==> config.mk <==
export PLATFORM = sky130hd
export DESIGN_NAME = elev_req_ctrl
export DESIGN_NICKNAME = d
export VERILOG_FILES = /design/src/rtl/fsm_pkg.sv /design/src/rtl/elev_req_ctrl_dwell_timer.sv /design/src/rtl/elev_req_ctrl.sv
export SDC_FILE = /design/constraint.sdc
export NUM_CORES = 1
export LEC_CHECK = 0
export CAP_MARGIN = 20
export CORE_UTILIZATION = 35
export DETAILED_ROUTE_END_ITERATION = 8
export PLACE_DENSITY = 0.71
export REMOVE_ABC_BUFFERS = 1
export SETUP_SLACK_MARGIN = 0.05
export SLEW_MARGIN = 20
export SYNTH_ARGS = -nofsm -noshare
export SYNTH_HDL_FRONTEND = slang
export SYNTH_HIERARCHICAL = 1
export SYNTH_SLANG_ARGS = --single-unit
==> constraint.sdc <==
create_clock -name clk -period 1.75 [get_ports clk]
set_input_delay 0.35 -clock clk [delete_from_list [all_inputs] [get_ports clk]]
set_output_delay 0.35 -clock clk [all_outputs]
set_load 0.01 [all_outputs]
==> src/rtl/fsm_pkg.sv <==
// Shared types for the elevator floor fsm and its upstream request controller.
// Floor encoding S1..S4 maps to request bit 0..3.
package fsm_pkg;

    localparam int NUM_FLOORS = 4;

    typedef enum logic [1:0] {S1, S2, S3, S4} state_t;

    typedef enum logic [1:0] {EVAL, STEP_UP, STEP_DOWN, DOOR} ctrl_state_t;

    function automatic logic [NUM_FLOORS-1:0] floor_onehot(input state_t f);
        case (f)
            S1:      floor_onehot = 4'b0001;
            S2:      floor_onehot = 4'b0010;
            S3:      floor_onehot = 4'b0100;
            S4:      floor_onehot = 4'b1000;
            default: floor_onehot = 4'b0000;
        endcase
    endfunction

    function automatic logic [NUM_FLOORS-1:0] above_mask(input state_t f);
        case (f)
            S1:      above_mask = 4'b1110;
            S2:      above_mask = 4'b1100;
            S3:      above_mask = 4'b1000;
            default: above_mask = 4'b0000;
        endcase
    endfunction

    function automatic logic [NUM_FLOORS-1:0] below_mask(input state_t f);
        case (f)
            S2:      below_mask = 4'b0001;
            S3:      below_mask = 4'b0011;
            S4:      below_mask = 4'b0111;
            default: below_mask = 4'b0000;
        endcase
    endfunction

endpackage

==> src/rtl/elev_req_ctrl_dwell_timer.sv <==
// Door-open dwell counter: load arms DWELL_CYCLES-1, en counts down, done at zero.
module dwell_timer #(
    parameter int DWELL_CYCLES = 4
) (
    input  logic clk,
    input  logic rst,
    input  logic i_load,
    input  logic i_en,
    output logic o_done
);
    localparam int W = $clog2(DWELL_CYCLES + 1);
    localparam logic [W-1:0] LOAD_VAL = W'(DWELL_CYCLES - 1);

    logic [W-1:0] r_cnt;

    always_ff @(posedge clk or posedge rst) begin
        if (rst) begin
            r_cnt <= '0;
        end else if (i_load) begin
            r_cnt <= LOAD_VAL;
        end else if (i_en && r_cnt != '0) begin
            r_cnt <= r_cnt - 1'b1;
        end
    end

    assign o_done = (r_cnt == '0);

endmodule

==> src/rtl/elev_req_ctrl.sv <==
// SCAN request controller: latches call pulses, steps the floor fsm one floor
// at a time with single-cycle u/d commands and dwells with the door open at served floors.
module elev_req_ctrl
    import fsm_pkg::*;
#(
    parameter int DWELL_CYCLES = 4
) (
    input  logic                  clk,
    input  logic                  rst,
    input  logic [NUM_FLOORS-1:0] req,
    input  state_t                cur_floor,
    output logic                  u,
    output logic                  d,
    output logic                  door_open,
    output logic [NUM_FLOORS-1:0] pending,
    output logic                  busy
);
    ctrl_state_t           r_state;
    logic [NUM_FLOORS-1:0] r_pending;
    logic                  r_dir_up;

    logic [NUM_FLOORS-1:0] w_oh, w_all, w_clr;
    logic w_here, w_above, w_below, w_up_ok, w_dn_ok, w_enter_door, w_done;

    // Raw req is merged in so EVAL can act in the same cycle a button is pressed.
    assign w_oh    = floor_onehot(cur_floor);
    assign w_all   = r_pending | req;
    assign w_here  = |(w_all & w_oh);
    assign w_above = |(w_all & above_mask(cur_floor));
    assign w_below = |(w_all & below_mask(cur_floor));

    // Explicit end-of-shaft guards independent of the masks.
    assign w_up_ok = w_above && (r_dir_up || !w_below) && (cur_floor != S4);
    assign w_dn_ok = w_below && (cur_floor != S1);

    assign w_enter_door = (r_state == EVAL) && w_here;
    assign w_clr        = (w_enter_door || r_state == DOOR) ? w_oh : '0;

    dwell_timer #(
        .DWELL_CYCLES(DWELL_CYCLES)
    ) u_dwell (
        .clk    (clk),
        .rst    (rst),
        .i_load (w_enter_door),
        .i_en   (r_state == DOOR),
        .o_done (w_done)
    );

    always_ff @(posedge clk or posedge rst) begin
        if (rst) begin
            r_state   <= EVAL;
            r_pending <= '0;
            r_dir_up  <= 1'b1;
        end else begin
            r_pending <= (r_pending | req) & ~w_clr;
            case (r_state)
                EVAL: begin
                    if (w_here) begin
                        r_state <= DOOR;
                    end else if (w_up_ok) begin
                        r_state  <= STEP_UP;
                        r_dir_up <= 1'b1;
                    end else if (w_dn_ok) begin
                        r_state  <= STEP_DOWN;
                        r_dir_up <= 1'b0;
                    end
                end
                STEP_UP, STEP_DOWN: r_state <= EVAL;
                DOOR:    if (w_done) r_state <= EVAL;
                default: r_state <= EVAL;
            endcase
        end
    end

    assign u         = (r_state == STEP_UP);
    assign d         = (r_state == STEP_DOWN);
    assign door_open = (r_state == DOOR);
    assign pending   = r_pending;
    assign busy      = (r_state != EVAL) || (r_pending != '0);

endmodule

# Word level (Yosys, flattened, before mapping)
# Cells that the tools add are included.
# word_totals
register_bits	10
elab_cells	58
input_bits	8
out_inout_bits	8
# classes
reduce_logical	24
bitwise	7
mux	13
eq_ne	9
add_sub_neg	1
# op_table
cell	n
4-bit bitwise AND	4
4-bit case mux with 4 select lines	1
4-bit case mux with 3 select lines	1
4-bit OR reduction	3
3-bit case mux with 3 select lines	1
2-bit equality test (second input constant)	4
2-bit two-way mux	4
2-bit nonzero test	4
3-bit two-way mux	2
2-bit case mux with 3 select lines	1
1-bit logical AND	5
2-bit by 1-bit equality test with 1-bit output (second input constant)	2
2-bit logical NOT	2
4-bit two-way mux	1
2-bit != test (second input constant)	2
4-bit != test (second input constant)	1
4-bit NOT	1
4-bit OR	1
4-bit nonzero test	1
3-bit logical NOT	1
1-bit logical OR	3
3-bit AND reduction	1
3-bit nonzero test	1
3-bit by 1-bit subtractor with 3-bit output (second input constant)	1
5 further kinds	6

# Logic depth before layout (Yosys ltp)
# Gate-level depths: netlist (run 1).
# logic_depth
word_depth	11
depth_mapped	5
mapped_depth_nobuf	5

# Hierarchy
# Netlist (run 1), hierarchy kept.
# modules_own_cells
mod	area_each_um2	seq_area_each_um2	cells_per_inst	n_inst
elev_req_ctrl	424.2	176.4	47	1
dwell_timer	186.4	75.1	18	1

# Worst setup path after synthesis (run 1)
# OpenSTA, ideal clock, no wires.
# synth_timing
path_type	reg-to-reg
from	reg r_pending[1], in the netlist pending[1]
to	reg u_dwell.r_cnt[2]
setup_time_ns	0.095
path_buffers	0
path_stages_with_launch	6
setup_slack_ns	0.090
arrival_ns	1.565
period_less_slack_ns	1.660
required_time_ns	1.655
cell_sequence	dfrtp_1 -> nor2_1 -> mux4_2 -> nor2_1 -> or4b_1 -> o31ai_1
# synth_via
elab_chain_cells	5
word_cells_on_any_way	6
cone_classes	mux (1); bitwise (2); reduce/logical (3)
# synth_lines
element	line	rtl
start: declaration	elev_req_ctrl.sv:19	logic [NUM_FLOORS-1:0] r_pending;
start signal: assignment	elev_req_ctrl.sv:55	r_pending <= (r_pending | req) & ~w_clr;
4-bit OR *	elev_req_ctrl.sv:27	assign w_all = r_pending | req;
4-bit bitwise AND *	elev_req_ctrl.sv:28	assign w_here = |(w_all & w_oh);
4-bit OR reduction *	elev_req_ctrl.sv:28	
1-bit logical AND *	elev_req_ctrl.sv:36	assign w_enter_door = (r_state == EVAL) && w_here;
via w_enter_door	elev_req_ctrl.sv:23	logic w_here, w_above, w_below, w_up_ok, w_dn_ok, w_enter_door, w_done;
3-bit two-way mux / 2-bit nonzero test (equally long branches)	-	
end signal: assignment	elev_req_ctrl_dwell_timer.sv:22	r_cnt <= r_cnt - 1'b1;
end: declaration	elev_req_ctrl_dwell_timer.sv:14	logic [W-1:0] r_cnt;
# Mark *: on every way through the listed nets, which the timed path passes. The rest lies on a longest branch.
# A chain may end at the register's enable or synchronous reset.

# Final worst setup path (run 1)
# layout_timing
from	reg r_pending[3], in the netlist pending[3]
to	out busy
# layout_via
elab_chain_cells	2
# layout_lines
element	line	rtl
4-bit nonzero test	elev_req_ctrl.sv:79	assign busy = (r_state != EVAL) || (r_pending != '0);
1-bit logical OR	elev_req_ctrl.sv:79	
end: declaration	elev_req_ctrl.sv:16	output logic busy
# Every way passes these cells.

==> report_table.html, run 1 <==
<table>
<tr><th>Metric</th><th>Value</th></tr>
<tr><th colspan="2">Run status</th></tr>
<tr><td>Run status</td><td>complete, but fails checks</td></tr>
<tr><td>Violated checks</td><td>design-rule violations</td></tr>
<tr><th colspan="2">Timing</th></tr>
<tr><td>Setup Total Neg Slack</td><td>0 ps</td></tr>
<tr><td>Relative slew slack</td><td>0.773</td></tr>
<tr><td>Largest clock skew in the final design</td><td>5.25 ps</td></tr>
<tr><td>Setup repair after global routing missed its margin</td><td>true</td></tr>
<tr><td>Final setup vio count</td><td>0</td></tr>
<tr><td>Number of max-slew violations in the final report</td><td>0</td></tr>
<tr><td>Post-layout min period</td><td>1660 ps</td></tr>
<tr><td>Actual slew at the worst max-slew pin</td><td>340 ps</td></tr>
<tr><td>FMAX</td><td>0.601 GHz</td></tr>
<tr><td>Period utilisation layout</td><td>0.951</td></tr>
<tr><td>Post-route worst hold slack</td><td>281 ps</td></tr>
<tr><td>Final Hold Fails</td><td>0</td></tr>
<tr><th colspan="2">Worst setup path</th></tr>
<tr><td>Register-to-register setup slack</td><td>90 ps</td></tr>
<tr><td>Endpoint of the lowest-slack register-to-register path</td><td>u_dwell/r_cnt[2]</td></tr>
<tr><td>Endpoint kind of the worst setup timing path</td><td>output pin</td></tr>
<tr><td>Cell count of the worst reg-to-reg path</td><td>5</td></tr>
<tr><td>Critical path data required time</td><td>1400 ps</td></tr>
<tr><td>Crit path launch type</td><td>flip-flop</td></tr>
<tr><td>Arrival time worst endpoint</td><td>1310 ps</td></tr>
<tr><td>Crit Reg-Reg Startpoint</td><td>pending[2]</td></tr>
<tr><td>Maximum fanout encountered on the critical timing path</td><td>5</td></tr>
<tr><td>Start-to-end type of the worst setup path</td><td>flip-flop to output pin</td></tr>
<tr><th colspan="2">Global route</th></tr>
<tr><td>Initial antenna violation count</td><td>0</td></tr>
<tr><td>Maximum number of pins on one net before global-route repair</td><td>8</td></tr>
<tr><td>Overall fraction of global-route tracks in use</td><td>0.194</td></tr>
<tr><td>Via count of the first global-routing pass</td><td>645</td></tr>
<tr><td>Overflow left after global routing</td><td>0</td></tr>
<tr><td>Wire length of the first global-routing pass</td><td>2.71 mm</td></tr>
<tr><th colspan="2">Clocking</th></tr>
<tr><td>Maximum clock insertion buffer count</td><td>2</td></tr>
<tr><td>Clock edge transition at the registers on the reported setup and hold paths</td><td>70 ps</td></tr>
<tr><td>Clk root buf</td><td>clkbuf_4</td></tr>
<tr><td>Clock Latency Late Sink</td><td>270 ps</td></tr>
<tr><td>H-Tree Depth</td><td>1</td></tr>
<tr><td>Total clock sinks</td><td>10</td></tr>
<tr><td>TritonCTS buffer count</td><td>3</td></tr>
<tr><td>Clock tree from TritonCTS</td><td>yes</td></tr>
<tr><th colspan="2">Yosys</th></tr>
<tr><td>Register bit count reported by yosys</td><td>10</td></tr>
<tr><td>Syn. warnings</td><td>6</td></tr>
<tr><td>Mapped Cells</td><td>65</td></tr>
<tr><td>Post-synthesis cell type count</td><td>26</td></tr>
<tr><td>Synthesized area divided by synthesized cell count</td><td>9.39 um2</td></tr>
<tr><td>Portion of the post-synthesis area used by sequential elements</td><td>0.412</td></tr>
<tr><td>Syn Std Cell Area</td><td>611 um2</td></tr>
<tr><th colspan="2">Die</th></tr>
<tr><td>Count of boundary I/O pins</td><td>16</td></tr>
<tr><td>Placeable core region</td><td>0.00156 mm2</td></tr>
<tr><td>FP Rows</td><td>14</td></tr>
<tr><td>Die Span Y</td><td>43.8 um</td></tr>
<tr><td>Initial Utilization</td><td>0.392</td></tr>
<tr><td>Horiz. Die Dim</td><td>43.8 um</td></tr>
<tr><td>Area enclosed by the die boundary</td><td>0.00192 mm2</td></tr>
<tr><th colspan="2">Place</th></tr>
<tr><td>HPWL after detailed placement</td><td>1.27 mm</td></tr>
<tr><td>Placed cell areas</td><td>886 um2</td></tr>
<tr><td>Port buffer count</td><td>15</td></tr>
<tr><td>Weighted congestion reported at the end of routability-driven placement</td><td>0.893</td></tr>
<tr><th colspan="2">Pwr</th></tr>
<tr><td>Leak pwr</td><td>0.512 nW</td></tr>
<tr><td>Worst supply voltage drop on vdd</td><td>0.000743 V</td></tr>
<tr><td>Total Power Consumption</td><td>1.40 mW</td></tr>
<tr><td>PD cells</td><td>1380 mW/mm2</td></tr>
<tr><th colspan="2">Final layout</th></tr>
<tr><td>Area added between synthesis and finish</td><td>66.0%</td></tr>
<tr><td># diodes</td><td>0</td></tr>
<tr><td>Final core occ</td><td>0.650</td></tr>
<tr><td>Share of post-route cells with drive strength above 1</td><td>0.370</td></tr>
<tr><td>Nets@finish</td><td>111</td></tr>
<tr><td>Area used by multi-input combinational logic</td><td>375 um2</td></tr>
<tr><td>Post-route design area</td><td>0.00101 mm2</td></tr>
<tr><td>Number of fill cells</td><td>132</td></tr>
<tr><td>Sequential cell area</td><td>255 um2</td></tr>
<tr><th colspan="2">Detailed routing</th></tr>
<tr><td>DRC errors left</td><td>2</td></tr>
<tr><td>Via-per-instance ratio</td><td>5.47</td></tr>
<tr><td>Remaining antenna violation count</td><td>0</td></tr>
<tr><td>Length of the first detailed-routing pass in iterations</td><td>6</td></tr>
<tr><td>Drt first-iter violations</td><td>29</td></tr>
<tr><td>Routed wirelength normalized by instance count</td><td>16.2 um</td></tr>
<tr><td>Total via count after detailed routing</td><td>634</td></tr>
<tr><td>Post-detailed-routing wire length</td><td>1.88 mm</td></tr>
<tr><th colspan="2">Hold path</th></tr>
<tr><td>Type of the worst min-delay path</td><td>input port to async pin</td></tr>
<tr><th colspan="2">Job</th></tr>
<tr><td>Maximum Capacitance Violations</td><td>0</td></tr>
</table>
[state kept, by name, summed over array words and instances (netlist names)]
name / cells
r_state: 2
r_dir_up: 1
pending: 4
u_dwell/r_cnt: 3
[worst max-delay path by stage]
stage                       startpoint          endpoint  slack, ps  cells after the start
after floorplan             pending[1]  u_dwell/r_cnt[2]         90                      5
after global placement    cur_floor[1]  u_dwell/r_cnt[2]       -260                      6
after detailed placement        req[3]  u_dwell/r_cnt[1]       -300                      6
after CTS                   pending[2]              busy         20                      3
after global routing        pending[3]              busy       -0.2                      3
final                       pending[3]              busy         90                      3
[stage by stage]
stage | worst slack (ps) | instances
after floorplan | 89.8 | 65
after global placement | -256 | 110
after detailed placement | -302 | 110
after CTS | 22.2 | 114
after global routing | -0.217 | 116
final | 85.2 | 116
[cell families (layout without fill, tap and decap cells)]
| group | after synthesis | after routing | synth area share |
|---|---|---|---|
| AND/OR/NAND/NOR | 21 | 21 | 0.184 |
| AO/OA/AOI/OAI | 19 | 19 | 0.232 |
| flip-flops | 10 | 10 | 0.412 |
| buffers and inverters | 10 | 45 | 0.0615 |
| multiplexers | 3 | 3 | 0.0697 |
| adder cells (fa/ha/maj) | 2 | 2 | 0.0410 |
[layout make-up]
class | instances | share of cell area
inverters | 10 | 0.0370
clock buffers | 4 | 0.0358
multi-input cells | 45 | 0.370
well taps | 16 | 0.0198
flip-flops and latches | 10 | 0.252
repair buffers | 31 | 0.285
[power by group]
group / switching [mW] / leakage (nW) / internal (mW)
clock network: 0.0927 / 0.0210 / 0.127
logic: 0.340 / 0.386 / 0.414
registers: 0.107 / 0.106 / 0.318
[synth_stat cells, drive strengths merged]
library cell / count / share of area
a21boi: 1 / 0.012
a21oi: 2 / 0.016
a31o: 1 / 0.014
a31oi: 5 / 0.051
and2b: 2 / 0.033
dfrtp: 9 / 0.37
dfstp: 1 / 0.043
ha: 2 / 0.041
inv: 10 / 0.061
mux2i: 2 / 0.033
mux4: 1 / 0.037
nand2: 3 / 0.018
nor2: 9 / 0.055
nor2b: 3 / 0.031
nor4: 2 / 0.020
o21ai: 2 / 0.023
o21bai: 1 / 0.012
o221a: 1 / 0.018
o221ai: 2 / 0.029
o22a: 2 / 0.029
o31ai: 1 / 0.012
o41ai: 1 / 0.014
or2: 1 / 0.010
or4b: 1 / 0.016
[worst max-delay path, stage by stage, from the launching register on]
cell and delay (ps):
dfrtp_2 460, nor4_4 260, nand2_1 70, clkdlybuf4s15_1 250
[routing by layer]
metal / wire, um / GRT usage / up-vias / share of wire
li1: - / - / 305 / -
met1: 858 / 0.254 / 314 / 0.46
met2: 965 / 0.316 / 13 / 0.51
met3: 38 / 0.0125 / 2 / 0.020
met4: 17 / 0.106 / 0 / 0.0090
met5: 0 / 0 / - / 0
[placed cells by master (no fill, tap or decap), types with 3 or more instances in the layout]
| cell | synthesis | final |
|---|---|---|
| buf_4 | 0 | 15 |
| nor2_4 | 0 | 3 |
| dfrtp_1 | 9 | 6 |
| dlymetal6s2s_1 | 0 | 7 |
| nand2_1 | 3 | 3 |
| inv_1 | 9 | 9 |
| clkdlybuf4s50_1 | 0 | 5 |
| nor2_1 | 9 | 5 |
| a31oi_1 | 5 | 5 |
| nor2b_1 | 3 | 3 |
| clkbuf_4 | 0 | 3 |
| dfrtp_2 | 0 | 3 |
[what timing repair did]
item                                    in CTS  in global routing
resized for setup                            6                 20
hold buffers                                 0                  0
pin swaps                                    2                  5
cloned                                       0                  0
endpoints found under the setup margin       9                 13
buffers inserted                             0                  2
(Power assumes the default switching activity.)
==> run 2: changes to the inputs <==
- MAX_ROUTING_LAYER: not set -> met4
==> run 2 against run 1 <==
The run still ends with design-rule violations left. Clock-buffer cell count is the same. Sequential power about the same. Setup slack improved by 1.3 ps. Total power fell by 0.15%. Fmax hardly changed. Die area unchanged. First-iteration DRC count shrank 3.4%. Wire length is 0.32% lower. Sequential share of layout area stayed put. Clock power about the same. Largest cell class unchanged. Highest routed layer unchanged.
==> report_table.html, run 2 (synthesis gave the netlist of run 1 again) <==
<table>
<tr><th>Metric</th><th>Value</th></tr>
<tr><th colspan="2">Run status</th></tr>
<tr><td>Run status</td><td>complete, but fails checks</td></tr>
<tr><td>Violated checks</td><td>design-rule violations</td></tr>
<tr><th colspan="2">Worst setup path</th></tr>
<tr><td>Cell type of the slowest stage on the worst timing path</td><td>dfrtp_2</td></tr>
<tr><td>Delay-heaviest family, CP</td><td>flip-flops</td></tr>
<tr><td>Maximum fanout encountered on the critical timing path</td><td>5</td></tr>
<tr><td>Peak per-stage delay on the critical path</td><td>460 ps</td></tr>
<tr><td>Endpoint of the lowest-slack register-to-register path</td><td>u_dwell/r_cnt[2]</td></tr>
<tr><td>Register-to-register setup slack</td><td>90 ps</td></tr>
<tr><td>Arrival time worst endpoint</td><td>1310 ps</td></tr>
<tr><td>Start-to-end type of the worst setup path</td><td>flip-flop to output pin</td></tr>
<tr><td>Crit Reg-Reg Startpoint</td><td>pending[2]</td></tr>
<tr><td>Buffering stage count on the worst path with inverters included</td><td>1</td></tr>
<tr><td>Cell count of the worst reg-to-reg path</td><td>5</td></tr>
<tr><td>Critical path data required time</td><td>1400 ps</td></tr>
<tr><td>Endpoint kind of the worst setup timing path</td><td>output pin</td></tr>
<tr><td>Cell breakdown of the critical path</td><td>nor4_4, nand2_1, clkdlybuf4s15_1</td></tr>
<tr><td>Crit path launch type</td><td>flip-flop</td></tr>
<tr><th colspan="2">Clocking</th></tr>
<tr><td>Clock tree from TritonCTS</td><td>yes</td></tr>
<tr><td>Clk root buf</td><td>clkbuf_4</td></tr>
<tr><td>H-Tree Depth</td><td>1</td></tr>
<tr><td>Hold-fix buffers, CTS</td><td>0</td></tr>
<tr><td>Maximum clock insertion buffer count</td><td>2</td></tr>
<tr><td>Total clock sinks</td><td>10</td></tr>
<tr><td>TritonCTS buffer count</td><td>3</td></tr>
<tr><td>Clock edge transition at the registers on the reported setup and hold paths</td><td>70 ps</td></tr>
<tr><td>Clock Latency Late Sink</td><td>270 ps</td></tr>
<tr><th colspan="2">Timing</th></tr>
<tr><td>Final Hold Fails</td><td>0</td></tr>
<tr><td>Setup repair after global routing missed its margin</td><td>true</td></tr>
<tr><td>Number of max-slew violations in the final report</td><td>0</td></tr>
<tr><td>Relative slew slack</td><td>0.785</td></tr>
<tr><td>Post-layout min period</td><td>1660 ps</td></tr>
<tr><td>FMAX</td><td>0.601 GHz</td></tr>
<tr><td>Largest clock skew in the final design</td><td>6.17 ps</td></tr>
<tr><td>Actual slew at the worst max-slew pin</td><td>320 ps</td></tr>
<tr><td>Period utilisation layout</td><td>0.951</td></tr>
<tr><td>Final setup vio count</td><td>0</td></tr>
<tr><td>Post-route worst hold slack</td><td>281 ps</td></tr>
<tr><th colspan="2">Final layout</th></tr>
<tr><td>Share of post-route cells with drive strength above 1</td><td>0.370</td></tr>
<tr><td>Commonest non-fill, non-tap cells in the layout</td><td>buf_4, inv_1, dlymetal6s2s_1</td></tr>
<tr><td>Max reg flops</td><td>4</td></tr>
<tr><td>Sequential cell area</td><td>255 um2</td></tr>
<tr><td>Area added between synthesis and finish</td><td>66.0%</td></tr>
<tr><td>Final core occ</td><td>0.650</td></tr>
<tr><td>Area used by multi-input combinational logic</td><td>375 um2</td></tr>
<tr><td>Number of fill cells</td><td>132</td></tr>
<tr><td>Nets@finish</td><td>111</td></tr>
<tr><td>Commonest non-fill, non-tap cell in the layout</td><td>buf_4</td></tr>
<tr><td>Non-filler cells in the finished layout</td><td>116</td></tr>
<tr><td># diodes</td><td>0</td></tr>
<tr><th colspan="2">Die</th></tr>
<tr><td>Initial Utilization</td><td>0.392</td></tr>
<tr><td>Placeable core region</td><td>0.00156 mm2</td></tr>
<tr><td>Area enclosed by the die boundary</td><td>0.00192 mm2</td></tr>
<tr><td>FP Rows</td><td>14</td></tr>
<tr><td>Count of boundary I/O pins</td><td>16</td></tr>
<tr><td>Die Span Y</td><td>43.8 um</td></tr>
<tr><td>Horiz. Die Dim</td><td>43.8 um</td></tr>
<tr><th colspan="2">Place</th></tr>
<tr><td>Weighted congestion reported at the end of routability-driven placement</td><td>0.908</td></tr>
<tr><td>Cell total after placement</td><td>110</td></tr>
<tr><td>HPWL after detailed placement</td><td>1.27 mm</td></tr>
<tr><td>Port buffer count</td><td>15</td></tr>
<tr><th colspan="2">Pwr</th></tr>
<tr><td>PD cells</td><td>1380 mW/mm2</td></tr>
<tr><td>Leak pwr</td><td>0.512 nW</td></tr>
<tr><td>Worst supply voltage drop on vdd</td><td>0.000742 V</td></tr>
<tr><th colspan="2">Job</th></tr>
<tr><td>Maximum Capacitance Violations</td><td>0</td></tr>
<tr><th colspan="2">Global route</th></tr>
<tr><td>Wire length of the first global-routing pass</td><td>2.70 mm</td></tr>
<tr><td>Overall fraction of global-route tracks in use</td><td>0.199</td></tr>
<tr><td>Initial antenna violation count</td><td>0</td></tr>
<tr><td>Via count of the first global-routing pass</td><td>648</td></tr>
<tr><td>Overflow left after global routing</td><td>0</td></tr>
<tr><td>Maximum number of pins on one net before global-route repair</td><td>8</td></tr>
<tr><th colspan="2">Detailed routing</th></tr>
<tr><td>Post-detailed-routing wire length</td><td>1.87 mm</td></tr>
<tr><td>Routed wirelength normalized by instance count</td><td>16.1 um</td></tr>
<tr><td>Length of the first detailed-routing pass in iterations</td><td>6</td></tr>
<tr><td>Via-per-instance ratio</td><td>5.49</td></tr>
<tr><td>Remaining antenna violation count</td><td>0</td></tr>
<tr><td>Drt first-iter violations</td><td>28</td></tr>
<tr><td>Total via count after detailed routing</td><td>637</td></tr>
<tr><td>DRC errors left</td><td>2</td></tr>
<tr><th colspan="2">Hold path</th></tr>
<tr><td>Type of the worst min-delay path</td><td>input port to async pin</td></tr>
</table>
[run 2: cell type report]
type,instances,share of cell area
multi-input combinational,45,0.370
sequential,10,0.252
tap,16,0.0198
inverter,10,0.0370
clock buffer,4,0.0358
timing repair buffer,31,0.285
[run 2: how the worst max path moves through the flow]
stage                            start               end  depth (start not counted)  slack (ps)
after floorplan             pending[1]  u_dwell/r_cnt[2]                          5          90
after global placement    cur_floor[1]  u_dwell/r_cnt[2]                          6        -260
after detailed placement        req[3]  u_dwell/r_cnt[1]                          6        -300
after CTS                   pending[2]              busy                          3          20
after global routing        pending[3]              busy                          3        -0.2
final                       pending[3]              busy                          3          90
[run 2: metrics by stage]
step	setup slack (ps)	total power, mW	TNS [ps]	instance area [um2]
6_report	86.5	1.40	0	1010
5_1_grt	-0.217	1.48	-0.217	1010
4_1_cts	22.2	1.32	0	935
3_5_place_dp	-302	1.08	-2440	886
3_3_place_gp	-256	1.05	-2200	886
2_1_floorplan	89.8	0.746	0	611
[run 2: metal layers]
| layer | GRT usage | vias to the layer above | wire length [um] |
|---|---|---|---|
| li1 | - | 306 | - |
| met1 | 0.251 | 310 | 834 |
| met2 | 0.316 | 19 | 958 |
| met3 | 0.0125 | 2 | 63 |
| met4 | 0.106 | 0 | 17 |
| met5 | - | - | 0 |
[run 2: timing repair]
item | 4_1_cts | 5_1_grt
pin swaps | 2 | 5
setup endpoints to repair | 9 | 13
buffers inserted | 0 | 2
gates resized for setup | 6 | 20
hold endpoints to repair | 0 | 0
[run 2: where the power goes]
group / internal, mW / total, mW / switching (mW)
sequential: 0.318 / 0.424 / 0.106
combinational: 0.414 / 0.752 / 0.338
clock: 0.127 / 0.219 / 0.0927
[run 2: worst register-to-register path, stage by stage (launching register included)]
cell     delay [ps]
dfrtp_2         460
nor2_4          130
mux4_2          310
nor2_4           60
or4b_1          520
o31ai_1          80
==> run 3: changes to the inputs <==
- HOLD_SLACK_MARGIN: not set -> 0.05
==> results of run 3 <==
The final DEF is identical to that of run 2; final timing and power are the same.
